--- config.mk ---
export PLATFORM = sky130hd
export DESIGN_NAME = layer_stream_driver
export DESIGN_NICKNAME = d
export VERILOG_FILES = /design/src/rtl/layer_stream_driver.sv
export SDC_FILE = /design/constraint.sdc
export NUM_CORES = 1
export LEC_CHECK = 0
export BUFFER_PORTS_ARGS = -buffer_cell sky130_fd_sc_hd__buf_2
export CAP_MARGIN = 20
export CORE_MARGIN = 5
export CORE_UTILIZATION = 38
export CTS_CLUSTER_DIAMETER = 40
export DETAILED_ROUTE_END_ITERATION = 16
export PLACE_DENSITY = 0.54
export SYNTH_ARGS = -nofsm -noshare
export SYNTH_HDL_FRONTEND = slang
export SYNTH_SLANG_ARGS = --single-unit
--- constraint.sdc ---
create_clock -name clk -period 3.6 [get_ports clk]
set_input_delay 0.36 -clock clk [delete_from_list [all_inputs] [get_ports clk]]
set_output_delay 0.36 -clock clk [all_outputs]
set_load 0.01 [all_outputs]
--- src/rtl/layer_stream_driver.sv ---
// Streams a locally buffered input vector into a valid/ready layer, then
// collects the layer's output vector into a readable result buffer.
module layer_stream_driver #(
    parameter int unsigned N    = 6,
    parameter int unsigned M    = 8,
    parameter int unsigned T    = 16,
    parameter int unsigned LOGN = 3,
    parameter int unsigned LOGM = 3
) (
    input  logic                clk,
    input  logic                reset,
    input  logic                start,
    input  logic                ld_en,
    input  logic [LOGN-1:0]     ld_addr,
    input  logic signed [T-1:0] ld_data,
    output logic                tx_valid,
    input  logic                tx_ready,
    output logic signed [T-1:0] tx_data,
    input  logic                rx_valid,
    output logic                rx_ready,
    input  logic signed [T-1:0] rx_data,
    input  logic                rx_stall,
    input  logic [LOGM-1:0]     rd_addr,
    output logic signed [T-1:0] rd_data,
    output logic                busy,
    output logic                done
);

    typedef enum logic [1:0] {S_IDLE, S_SEND, S_RECV, S_FIN} state_t;

    localparam logic [LOGN-1:0] TX_LAST = LOGN'(N - 1);
    localparam logic [LOGM-1:0] RX_LAST = LOGM'(M - 1);

    state_t              state_q, state_d;
    logic [LOGN-1:0]     tx_idx_q, tx_idx_d;
    logic [LOGM-1:0]     rx_idx_q, rx_idx_d;
    logic signed [T-1:0] rd_data_q;
    logic signed [T-1:0] xbuf_q [2**LOGN];
    logic signed [T-1:0] ybuf_q [2**LOGM];

    logic tx_fire, rx_fire, ld_fire;

    assign tx_valid = (state_q == S_SEND);
    assign tx_data  = tx_valid ? xbuf_q[tx_idx_q] : '0;
    assign rx_ready = (state_q == S_RECV) && !rx_stall;
    assign busy     = (state_q != S_IDLE);
    assign done     = (state_q == S_FIN);
    assign rd_data  = rd_data_q;

    assign tx_fire = tx_valid && tx_ready;
    assign rx_fire = rx_ready && rx_valid;
    assign ld_fire = (state_q == S_IDLE) && ld_en && (32'(ld_addr) < N);

    always_comb begin
        state_d  = state_q;
        tx_idx_d = tx_idx_q;
        rx_idx_d = rx_idx_q;
        case (state_q)
            S_IDLE: if (start) begin
                state_d  = S_SEND;
                tx_idx_d = '0;
            end
            S_SEND: if (tx_fire) begin
                if (tx_idx_q == TX_LAST) begin
                    state_d  = S_RECV;
                    tx_idx_d = '0;
                    rx_idx_d = '0;
                end else begin
                    tx_idx_d = tx_idx_q + 1'b1;
                end
            end
            S_RECV: if (rx_fire) begin
                if (rx_idx_q == RX_LAST) begin
                    state_d  = S_FIN;
                    rx_idx_d = '0;
                end else begin
                    rx_idx_d = rx_idx_q + 1'b1;
                end
            end
            default: state_d = S_IDLE;
        endcase
    end

    always_ff @(posedge clk or posedge reset) begin
        if (reset) begin
            state_q   <= S_IDLE;
            tx_idx_q  <= '0;
            rx_idx_q  <= '0;
            rd_data_q <= '0;
        end else begin
            state_q   <= state_d;
            tx_idx_q  <= tx_idx_d;
            rx_idx_q  <= rx_idx_d;
            rd_data_q <= ybuf_q[rd_addr];
        end
    end

    // Buffers are deliberately outside the reset domain so contents survive reset.
    always_ff @(posedge clk) begin
        if (ld_fire) xbuf_q[ld_addr] <= ld_data;
        if (rx_fire) ybuf_q[rx_idx_q] <= rx_data;
    end

endmodule

==> out/metrics.cfg, run 1 <==
[placement]
dpl.hpwl_mm = 12.1
numPlacedInstances = 991
gp_congestion = 0.739
dp_slack_ps = 1350
portBuffers = 80

[floorplan]
fp.dieW_um = 179
die_area_um2 = 32000
die_h_um = 179
num_io_pins = 81
placementRows = 61
start_util_pct = 38.8
core_um2 = 27900

[logic_synthesis]
synth-main-ff-cell = edfxtp_1
yosysWarnings = 0
synthCells = 509
synth_top_area_share_pct = 71.0
synth_top_cell_by_area = edfxtp_1
synth_edf_count = 256
netlist_top_cells_area = edfxtp_1, mux4_1, dfrtp_1
yosys-top-cells-count = edfxtp_1, mux2i_1, mux4_1
synth_area_per_cell_um2 = 21.3
synth_seq_area_share_pct = 76.5
synth-seq-cells = 280
synth.distinct_cells = 39
synth_area_um2 = 10800
yosysMostFrequentCell = edfxtp_1
ys_async_sr_fraction_pct = 8.57

[cts]
numCtsBuffers = 38
htreeDepth = 2
cts_buffer_depth = 3
clk_pin_slew_ps = 60
postCtsSetupBuffers = 0
cts_root_buf = clkbuf_16
clkLatencyLatePin_ps = 500
cts_tree = built
clock-sinks = 280

[worst_setup_path]
criticalPathCategory = flop to output port
critPathLaunchType = flop
crit_path_end_kind = output port
worstReg2RegStart = tx_idx_q[2]
startpoint = state_q[1]
cp.required_ps = 3240
crit_arrival_ps = 2450
path_max_fanout = 20

[cells_and_area]
n_antenna_cell = 0
final_layout_size_suffix_gt1_share_pct = 29.9
final_cells = 1061
area_growth_pct = 21.2
nNetsFinal = 706

[timing]
worst_slew_pin_slew_ps = 998
slew_headroom_pct = 33.4
finalSetupViolCount = 0
finalCriticalPeriod_ps = 2810
max_freq_ghz = 0.356
setup_tns_ps = 0
hold_viol = 0
rsz0062_at_grt = false
holdWs_ps = 125
setup_ws_ps = 793
slew_violations = 0
period_share_pct = 78.0
clock_skew_ps = 15.1

[routing]
drc_errors = 0
via_per_inst = 4.93
wl_per_cell_um = 19.9
vias = 5226
firstDrtPassIters = 4
postRouteAntennaNets = 0
drtIter0Drc = 302
drt-total-wl_mm = 21.1

[pwr]
power_density_nw_per_um2 = 650
p_leak_nw = 4.62
vdd_drop_max_mv = 0.470

[global_route]
grt_pass1_wl_mm = 32.3
grt_pass1_vias = 5667
grtUsageTotal_pct = 13.3
gr-total-overflow = 0
grt_max_degree = 41
antenna_found_initial = 1

[run]
drv_cap = 0

[run_status]
status = completed

[worst_hold_path]
hold_path.startpoint = ld_data[6]
hp-class = input port to flop

-- sequential cells by signal, indices dropped and copies added, names as in the netlist --
signal	cells
tx_idx_q	3
ybuf_q	128
rd_data	16
state_q	2
rx_idx_q	3
xbuf_q	128
-- final timing paths --
check                          endpoint  slack, ps  depth (start not counted)
max                         tx_data[10]        790                          6
min                        xbuf_q[7][6]        120                          1
max reg2reg                  state_q[1]       1630                          5
min reg2reg                 rx_idx_q[0]        600                          2
max in group asynchronous   tx_idx_q[0]       2760                          4
min in group asynchronous    rd_data[3]        490                          4
-- where the power goes --
part           switching, mW  total, mW  leakage (nW)  internal [mW]
Sequential            0.0930       3.80          2.62           3.71
Combinational          0.603       1.07          1.39          0.470
Clock                   1.35       3.66         0.610           2.30
Total                   2.05       8.53          4.62           6.48
-- layer usage --
metal | track usage (%) | vias to the layer above | share of wire [%]
met5 | 0 | - | 0.057
met1 | 16.3 | 2671 | 42
met4 | 4.83 | 2 | 3.0
met3 | 2.74 | 52 | 4.2
li1 | - | 2384 | -
met2 | 23.5 | 117 | 51
-- cell families after synthesis --
family / count (synthesis) / share of synthesized area, %
other cells: 1 / 0.0346
fa+ha+maj: 7 / 0.809
simple gates: 44 / 2.15
buf+inv: 29 / 1.57
flops: 280 / 76.5
mux: 102 / 15.9
compound gates: 46 / 2.99
-- final cells by class --
class                      instances  area (µm²)
clock buffer                      42         997
clock inverter                    27         268
fill                            2404       14800
inverter                           4        15.0
multi-input combinational        231        2520
sequential                       280        8290
tap                              378         473
timing repair buffer              99         558
-- cell usage in the layout (no fill, tap or decap), types with 8 or more instances in the layout --
| master | n |
|---|---|
| o22ai_1 | 18 |
| nor2_1 | 8 |
| buf_4 | 17 |
| mux4_2 | 18 |
| mux2i_1 | 38 |
| buf_2 | 80 |
| o21a_1 | 10 |
| conb_1 | 32 |
| mux4_1 | 28 |
| nand2_1 | 10 |
| edfxtp_1 | 256 |
| dfrtp_1 | 23 |
| clkbuf_16 | 39 |
| mux2_2 | 18 |
-- worst max-delay path: stages (launching register included) --
cell and delay [ps]:
dfrtp_1 420, inv_1 90, ha_1 150, buf_4 250, nor2b_1 650, a22o_1 250, buf_2 140
-- metrics by stage --
| stage | power, mW | util, % | cell area [µm²] |
|---|---|---|---|
| 2_1_floorplan | 4.58 | - | 10900 |
| 4_1_cts | 8.65 | 47.0 | 13100 |
| 3_5_place_dp | 4.96 | 42.4 | 11800 |
| 6_report | 8.53 | 47.0 | 13100 |
| 5_1_grt | 8.89 | 47.0 | 13100 |
| 3_3_place_gp | 4.93 | 42.4 | 11800 |
-- timing repair --
action,CTS,global route
hold buffers,1,0
gates resized for setup,0,0
hold endpoints to repair,24,0
setup endpoints to repair,0,0
No activity file was read; power rests on OpenSTA's default activity.
==> run 2: changes to the inputs <==
--- a/config.mk
+++ b/config.mk
@@ -5,13 +5,14 @@
 export SDC_FILE = /design/constraint.sdc
 export NUM_CORES = 1
 export LEC_CHECK = 0
+export ABC_AREA = 1
 export BUFFER_PORTS_ARGS = -buffer_cell sky130_fd_sc_hd__buf_2
 export CAP_MARGIN = 20
 export CORE_MARGIN = 5
 export CORE_UTILIZATION = 38
 export CTS_CLUSTER_DIAMETER = 40
 export DETAILED_ROUTE_END_ITERATION = 16
-export PLACE_DENSITY = 0.54
+export PLACE_DENSITY = 0.55
 export SYNTH_ARGS = -nofsm -noshare
 export SYNTH_HDL_FRONTEND = slang
 export SYNTH_SLANG_ARGS = --single-unit
==> constraint.sdc (replaced) <==
create_clock -name clk -period 2.4 [get_ports clk]
set_input_delay 0.24 -clock clk [delete_from_list [all_inputs] [get_ports clk]]
set_output_delay 0.24 -clock clk [all_outputs]
set_load 0.01 [all_outputs]
==> run 2 against run 1 <==
Non-clock buffer count is 25 higher. Sequential share of layout area shrank 4.9 points. Global-route usage increased by 1.7 points. Worst hold slack got worse by 110 ps. Flip-flop and latch count did not move. Total power increased by 73%. Clock power is 73% higher. Critical path type unchanged. Critical endpoint is now tx_data[2]. Largest power group is now the clock network.
==> out/metrics.cfg, run 2 <==
[run_status]
status = completed

[floorplan]
start_util_pct = 38.2  ; -0.62 points
fp.dieW_um = 185  ; +3.2%
placementRows = 64  ; +4.9%
die_area_um2 = 34100  ; +6.5%
die_h_um = 185  ; +3.2%
num_io_pins = 81  ; unchanged
core_um2 = 30300  ; +8.6%

[logic_synthesis]
ys_async_sr_fraction_pct = 8.57  ; unchanged
yosysMostFrequentCell = nand2_1
netlist_top_cells_area = edfxtp_1, nand2_1, nor2_1
synth_edf_count = 256  ; unchanged
synthCells = 1061  ; +110%
synth_top_cell_by_area = edfxtp_1
synth_area_per_cell_um2 = 10.9  ; -49%
synth-main-ff-cell = edfxtp_1
yosysWarnings = 0  ; unchanged
synth_top_area_share_pct = 66.4  ; -4.6 points
synth.distinct_cells = 21  ; -46%
yosys-top-cells-count = nand2_1, edfxtp_1, nor2_1
synth_seq_area_share_pct = 71.6  ; -5.0 points
synth_area_um2 = 11600  ; +6.9%
synth-seq-cells = 280  ; unchanged

[cells_and_area]
seq_area_um2 = 8290  ; about the same
multi_input_area_um2 = 2800  ; +11%
nNetsFinal = 1260  ; +78%
final_cell_mix = nand2_1, edfxtp_1, nor2_1
fillers = 2786  ; +16%
final_common_cell = nand2_1
area_growth_pct = 22.8
final_cells = 1638  ; +54%
final_layout_size_suffix_gt1_share_pct = 15.7  ; -14 points
fin_area_um2 = 14200  ; +8.3%

[worst_setup_path]
reg2regPathDepth = 6  ; +1
crit_arrival_ps = 2080  ; -370 ps
critPathLaunchType = flop
crit_path_end_kind = output port
path_max_fanout = 68  ; +240%
criticalPathCategory = flop to output port
cp.required_ps = 2160  ; -1080 ps

[global_route]
use_met2_pct = 24.8  ; +1.3 points
grtUsageMet3_pct = 2.86  ; +0.12 points
grt_pass1_wl_mm = 40.2  ; +25%
antenna_found_initial = 1  ; unchanged
grtUsageTotal_pct = 15.0  ; +1.7 points
use_met1_pct = 20.2  ; +3.9 points
grt_pass1_vias = 7258  ; +28%
gr-max-usage-layer = met2
grt_max_degree = 69  ; +68%
gr-total-overflow = 0  ; unchanged

[cts]
clk_pin_slew_ps = 60  ; about the same
htreeDepth = 2  ; unchanged
clock-sinks = 280  ; unchanged
cts_buffer_depth = 3  ; unchanged
postCtsSetupBuffers = 0  ; unchanged
numCtsBuffers = 42  ; +11%
cts_root_buf = clkbuf_16
cts_tree = built
clkLatencyLatePin_ps = 520  ; +20 ps

[pwr]
vdd_drop_max_mv = 0.614  ; +31%
power_density_nw_per_um2 = 1040  ; +60%
p_leak_nw = 5.88  ; +27%
power_mw = 14.8  ; +73%

[timing]
setup_ws_ps = 82.8  ; -710 ps
holdWs_ps = 10.4  ; -114 ps
slew_headroom_pct = 33.3  ; -0.15 points
hold_viol = 0  ; unchanged
slew_violations = 0  ; unchanged
max_freq_ghz = 0.432
rsz0062_at_grt = true
worst_slew_pin_slew_ps = 999  ; +0.841 ps
finalSetupViolCount = 0  ; unchanged
clock_skew_ps = 14.1  ; -1.02 ps
period_share_pct = 96.6
finalCriticalPeriod_ps = 2320

[placement]
gp_congestion = 0.757  ; +2.5%
dpl.hpwl_mm = 15.2  ; +25%
portBuffers = 80  ; unchanged
postPlaceCellArea_um2 = 12600  ; +6.1%
numPlacedInstances = 1548  ; +56%
dp_slack_ps = 371  ; -977 ps

[routing]
firstDrtPassIters = 5  ; +1
drc_errors = 0  ; unchanged
postRouteAntennaNets = 0  ; unchanged
drtIter0Drc = 506  ; +68%
vias = 7483  ; +43%
drt-total-wl_mm = 25.5  ; +21%
via_per_inst = 4.57  ; -7.3%
wl_per_cell_um = 15.5  ; -22%

[worst_hold_path]
hp-class = input port to flop
min_path_cells = 1  ; unchanged

[run]
drv_cap = 0  ; unchanged

-- run 2: timing repair --
item,in CTS,in global routing
hold buffers,12,0
gates cloned,0,0
resized for setup,3,4
setup endpoints to repair,15,13
endpoints found under the hold margin,99,0
-- run 2: final timing paths --
path	from	slack (ps)	endpoint
max in group asynchronous	reset	1780	tx_idx_q[0]
max reg2reg	state_q[0]	370	ybuf_q[4][4]
min reg2reg	ybuf_q[5][15]	540	rd_data[15]
min in group asynchronous	reset	330	rx_idx_q[2]
max	tx_idx_q[0]	80	tx_data[2]
min	rx_data[8]	10	ybuf_q[4][8]
-- run 2: final cells by class --
| class | count | area share (%) |
|---|---|---|
| sequential | 280 | 58.3 |
| tap | 396 | 3.48 |
| clock inverter | 31 | 2.75 |
| timing repair buffer | 124 | 5.72 |
| antenna | 1 | 0.0176 |
| multi-input combinational | 676 | 19.7 |
| clock buffer | 46 | 7.80 |
| inverter | 84 | 2.25 |
-- run 2: critical path, stage by stage (launching register included) --
cell	delay, ps
dfrtp_2	420
buf_12	270
nand2_1	100
nand2_1	80
nand2_1	50
nand2_1	70
nor2_1	40
nor2_1	250
buf_2	190
-- run 2: routing by layer --
metal | vias to the layer above | wire length [µm]
met5 | - | 0
met3 | 40 | 1260
met2 | 155 | 12200
li1 | 3765 | -
met1 | 3523 | 11400
met4 | 0 | 581
-- run 2: cells by family (layout without fill, tap and decap cells) --
family / after synthesis / count (layout) / share of synthesized area, %
AO/OA/AOI/OAI: 82 / 82 / 3.54
adder cells (fa/ha/maj): 7 / 7 / 0.756
buffers and inverters: 136 / 285 / 5.39
flip-flops: 280 / 280 / 71.6
other: 1 / 33 / 0.0324
AND/OR/NAND/NOR: 555 / 555 / 18.7
-- run 2: stage by stage --
step	setup TNS (ps)	util, %
2_1_floorplan	0	-
3_3_place_gp	0	41.4
3_5_place_dp	0	41.4
4_1_cts	0	46.8
5_1_grt	-105	46.9
6_report	0	46.9
-- run 2: where the power goes --
group	switching (mW)	leakage, nW	internal [mW]
Sequential	0.115	2.63	5.55
Combinational	1.84	2.55	0.918
Clock	2.28	0.704	4.05
Total	4.24	5.88	10.5
